**config.mk**
```make
export PLATFORM = sky130hd
export DESIGN_NAME = demux1x2_4bit_stream
export DESIGN_NICKNAME = d
export VERILOG_FILES = /design/src/rtl/demux1x2_4bit_stream.sv
export SDC_FILE = /design/constraint.sdc
export NUM_CORES = 1
export LEC_CHECK = 0
export ABC_AREA = 1
export BUFFER_PORTS_ARGS = -buffer_cell sky130_fd_sc_hd__buf_4
export CORE_MARGIN = 2
export CORE_UTILIZATION = 30
export DETAILED_ROUTE_END_ITERATION = 10
export GPL_ROUTABILITY_DRIVEN = 0
export PLACE_DENSITY = 0.46
export SLEW_MARGIN = 20
export SYNTH_ARGS = -nofsm -noshare
export SYNTH_HDL_FRONTEND = slang
export SYNTH_SLANG_ARGS = --single-unit
export TNS_END_PERCENT = 30
```
**constraint.sdc**
```tcl
create_clock -name clk -period 1.7 [get_ports clk]
set_input_delay 0.17 -clock clk [delete_from_list [all_inputs] [get_ports clk]]
set_output_delay 0.17 -clock clk [all_outputs]
set_load 0.02 [all_outputs]
```
**src/rtl/demux1x2_4bit_stream.sv**
```systemverilog
// Clocked 1-to-2 demultiplexer: each accepted word is steered by sel into one of
// two 2-entry FIFOs, each drained by its own valid/ready consumer.
module demux1x2_4bit_stream #(
    parameter int DEPTH = 2,
    parameter int W     = 4
) (
    input  logic         clk,
    input  logic         rst,
    input  logic [W-1:0] D,
    input  logic         sel,
    input  logic         en,
    input  logic         in_valid,
    output logic         in_ready,
    output logic [W-1:0] ya,
    output logic         ya_valid,
    input  logic         ya_ready,
    output logic [W-1:0] yb,
    output logic         yb_valid,
    input  logic         yb_ready,
    output logic [1:0]   a_count,
    output logic [1:0]   b_count
);

    logic [1:0]   full;
    logic [1:0]   valid;
    logic [1:0]   ready;
    logic [1:0]   push;
    logic [1:0]   pop;
    logic [W-1:0] head [2];
    logic [1:0]   cnt  [2];

    assign ready = {yb_ready, ya_ready};

    // Acceptance looks only at registered occupancy, so a pop in the same
    // cycle never opens room for a push into a full channel.
    assign in_ready = ~rst & ~en & ~full[sel];

    generate
        for (genvar gi = 0; gi < 2; gi++) begin : g_chan
            logic [W-1:0] mem_reg [DEPTH];
            logic         rd_ptr_reg;
            logic         wr_ptr_reg;
            logic [1:0]   count_reg;

            assign push[gi]  = in_valid & in_ready & (sel == 1'(gi));
            assign pop[gi]   = valid[gi] & ready[gi];
            assign valid[gi] = (count_reg != 2'd0);
            assign full[gi]  = (count_reg == 2'd2);
            assign head[gi]  = mem_reg[rd_ptr_reg];
            assign cnt[gi]   = count_reg;

            always_ff @(posedge clk) begin
                if (rst) begin
                    for (int i = 0; i < DEPTH; i++) begin
                        mem_reg[i] <= '0;
                    end
                    rd_ptr_reg <= 1'b0;
                    wr_ptr_reg <= 1'b0;
                    count_reg  <= 2'd0;
                end else begin
                    if (push[gi]) begin
                        mem_reg[wr_ptr_reg] <= D;
                        wr_ptr_reg          <= wr_ptr_reg + 1'b1;
                    end
                    if (pop[gi]) begin
                        rd_ptr_reg <= rd_ptr_reg + 1'b1;
                    end
                    case ({push[gi], pop[gi]})
                        2'b10:   count_reg <= count_reg + 2'd1;
                        2'b01:   count_reg <= count_reg - 2'd1;
                        default: count_reg <= count_reg;
                    endcase
                end
            end
        end
    endgenerate

    assign ya       = head[0];
    assign yb       = head[1];
    assign ya_valid = valid[0];
    assign yb_valid = valid[1];
    assign a_count  = cnt[0];
    assign b_count  = cnt[1];

endmodule

```
==> metrics.cfg <==
[global_route]
global_route.overflow_total = 0
grt_antenna_before_repair = 0
total_global_routing_track_utilization_pct = 11.30
global_route_wire_length_before_repair_microns = 3795
grt_start_max_net_pins = 15
grt_pass1_vias = 846

[logic_synthesis]
synth.area.top_cells = sky130_fd_sc_hd__edfxtp_1 (40%), sky130_fd_sc_hd__dfxtp_1 (17%), sky130_fd_sc_hd__mux2_2 (7.6%)
post_synth.cell_area_avg_sq_um = 10.16
syn_area_sq_um = 1189
synth-warning-count = 0
synth_edf_count = 16
synth_most_common_cell = sky130_fd_sc_hd__nor2_1
synthesis.nets = 130
synthDistinctLibCells = 19
synth_largest_type_area_fraction_pct = 40.42
synthDominantAreaCellType = sky130_fd_sc_hd__edfxtp_1
ys_top_cells_by_count = sky130_fd_sc_hd__nor2_1 (18), sky130_fd_sc_hd__edfxtp_1 (16), sky130_fd_sc_hd__inv_1 (15), sky130_fd_sc_hd__nand2_1 (14), sky130_fd_sc_hd__dfxtp_1 (10)
synth_async_sr_flop_share_pct = 0
synth-main-ff-cell = sky130_fd_sc_hd__edfxtp_1
syn-instance-count = 117
synth_sequential_area_ratio_pct = 57.26
synth_register_bits = 26

[floorplan]
die_area_sq_um = 4482
chipWidth_microns = 66.95
dieHeight_microns = 66.95
fp.coreArea_sq_um = 3744
start_util_pct = 31.75
num_rows = 22
io-pin-count = 26

[detailed_routing]
initialDrtViolationCount = 22
drt_drc_violations_left = 0
routed-via-count = 863
detail_route.wirelength_microns = 2235
antenna_violating_nets_post_route = 0
detail_route.vias_per_cell = 4.381
routedWlPerCell_microns = 11.35
detailedRoute.firstPassIterationCount = 4

[setup_path]
cp.buffers_inverters = 1
worst-path-stages = 11
critical_path_class = register to register
crit_top_cell = sky130_fd_sc_hd__nand2_1
crit_path_start_kind = register
timing.reg2reg.worst_path_depth = 11
delay_contributed_by_the_slowest_stage_of_the_critical_path_ns = 0.35
crit_chain = nand3_2, nand3_2, nor2_4, nand2_1, ha_1, nand2_1, inv_1, nor2_1, nand2_1, o21ai_0, a21oi_1
cpMaxStageDelayCell = sky130_fd_sc_hd__dfxtp_1
endpoint_kind = register
crit_path_max_fanout = 4
worstPathRequired_ns = 1.86
cp_top_family = simple AND/OR/NAND/NOR gates
critical_path_arrival_ns = 1.66

[clock_tree]
cts_inserted_buffers = 3
cts-root-buf = sky130_fd_sc_hd__clkbuf_8
cts.sink_count = 26
clkSlewWorstSetupHoldPaths_ns = 0.09
clock_tree.buffer_depth = 2
ctsHoldBuffers = 0
tritoncts = done
clkLatencyLatePin_ns = 0.26
htreeDepth = 1

[hold_path]
timing.hold.worst_path_depth = 4
worst_hold_path_type = input pin to register

[timing]
timing.hold.ws_ns = 0.1634
setup_violators_final = 0
rsz_0062_raised_after_global_routing = false
max_slew.worst_pin.slew_ns = 0.3262
final.setup.tns_ns = 0
post_layout_min_period_ns = 1.497
final.period_utilization_pct = 88.09
finalMaxSlewViolations = 0
max_slew_headroom_pct = 78.23
hold_viol_final = 0
clock_skew_ns = 0.001455
max_freq_mhz = 667.8

[power_and_ir_drop]
max-vdd-ir-drop_mv = 0.5383
power_density_nw_per_um2 = 870.6
total_leakage_power_nw = 0.6959

[cells_and_area]
seq_area_sq_um = 681.9
flip_flop_count_of_the_largest_register_all_copies_and_words_added = 16
layout-area-overhead-vs-synth_pct = 27.16
fill_cells = 400
fin_nets = 163
final_area_sq_um = 1511
drive_gt1_share_pct = 36.91
multi_input_comb_area_sq_um = 435.4
antennaDiodeCount = 0

[placement]
area_after_dpl_sq_um = 1465
io_buffer_count = 25
place_hpwl_microns = 1735

[run_status]
run_status = finished clean

[run]
maxCapViolations = 0

==> cell usage in the layout (no fill, tap or decap) <==
master,Yosys,routed
sky130_fd_sc_hd__inv_1,15,15
sky130_fd_sc_hd__clkinv_1,0,1
sky130_fd_sc_hd__mux2_2,8,8
sky130_fd_sc_hd__a21oi_1,8,8
sky130_fd_sc_hd__nor2_4,1,1
sky130_fd_sc_hd__buf_4,0,30
sky130_fd_sc_hd__dfxtp_1,10,9
sky130_fd_sc_hd__nand4_2,1,1
sky130_fd_sc_hd__clkbuf_8,0,3
sky130_fd_sc_hd__nor2_2,4,4
sky130_fd_sc_hd__o21ai_0,6,6
sky130_fd_sc_hd__nand3_1,2,2
sky130_fd_sc_hd__edfxtp_1,16,16
sky130_fd_sc_hd__o21a_1,2,2
sky130_fd_sc_hd__nand2_1,14,14
sky130_fd_sc_hd__nor2_1,18,18
sky130_fd_sc_hd__or2_1,1,1
sky130_fd_sc_hd__inv_2,2,2
sky130_fd_sc_hd__dfxtp_2,0,1
sky130_fd_sc_hd__nand3_2,5,5
sky130_fd_sc_hd__ha_1,2,2
==> where the power goes <==
part | switching (W) | total, W | internal (W)
sequential | 0.0000209 | 0.000726 | 0.000705
combinational | 0.000137 | 0.000247 | 0.000110
clock | 0.000182 | 0.000343 | 0.000161
==> worst register-to-register path: stages, from the launching register on <==
cell and delay [ns]:
sky130_fd_sc_hd__dfxtp_1 0.35, sky130_fd_sc_hd__nand3_2 0.11, sky130_fd_sc_hd__nand3_2 0.11, sky130_fd_sc_hd__nor2_4 0.10, sky130_fd_sc_hd__nand2_1 0.07, sky130_fd_sc_hd__ha_1 0.21, sky130_fd_sc_hd__nand2_1 0.07, sky130_fd_sc_hd__inv_1 0.03
sky130_fd_sc_hd__nor2_1 0.07, sky130_fd_sc_hd__nand2_1 0.07, sky130_fd_sc_hd__o21ai_0 0.16, sky130_fd_sc_hd__a21oi_1 0.05
==> layer usage <==
layer  share of wire (%)  vias up  global-route usage [%]
met1                  47      397                   14.23
met4                0.89        0                   2.296
met2                  49       13                   19.38
met5                   0        -                       0
met3                 3.2        2                   3.041
li1                    -      451                       -
==> cell families (layout without fill, tap and decap cells) <==
group | count (synthesis) | in the layout | synth area share [%]
flip-flops | 26 | 26 | 57.26
AO/OA/AOI/OAI | 16 | 16 | 7.158
multiplexers | 8 | 8 | 7.579
adder cells (fa/ha/maj) | 2 | 2 | 2.105
buffers and inverters | 19 | 51 | 6.104
AND/OR/NAND/NOR | 46 | 46 | 19.79
==> worst paths after layout <==
path,from,endpoint,slack (ns)
worst max register to register,b_count[1],a_count[1],0.20
worst min-delay path,rst,g_chan[0].wr_ptr_reg,0.16
worst max-delay path,b_count[1],a_count[1],0.20
worst min register to register,g_chan[0].rd_ptr_reg,register,0.45
==> repair_timing <==
item                       4_1_cts  5_1_grt
setup endpoints to repair        0        1
buffers inserted                 0        0
gates resized for setup          0        1
==> cell type report <==
cell class                 count  share of cell area [%]
clock inverter                 1                  0.2483
timing repair buffer          30                   14.90
clock buffer                   3                   2.732
inverter                      17                   4.222
sequential                    26                   45.12
tap                           48                   3.974
multi-input combinational     72                   28.81
==> metrics by stage <==
step / std cells / setup WS (ns) / utilization, % / total power (W)
detailed placement: 193 / 0.1521 / 39.14 / 0.0009895
global placement: 193 / 0.2096 / 39.14 / 0.0009856
global route: 197 / 0.02133 / 40.37 / 0.001385
CTS: 197 / 0.1602 / 40.34 / 0.001334
finish: 197 / 0.2025 / 40.37 / 0.001316
floorplan: 117 / 0.007120 / - / 0.0008811
Power figures use the tool's default switching activity.
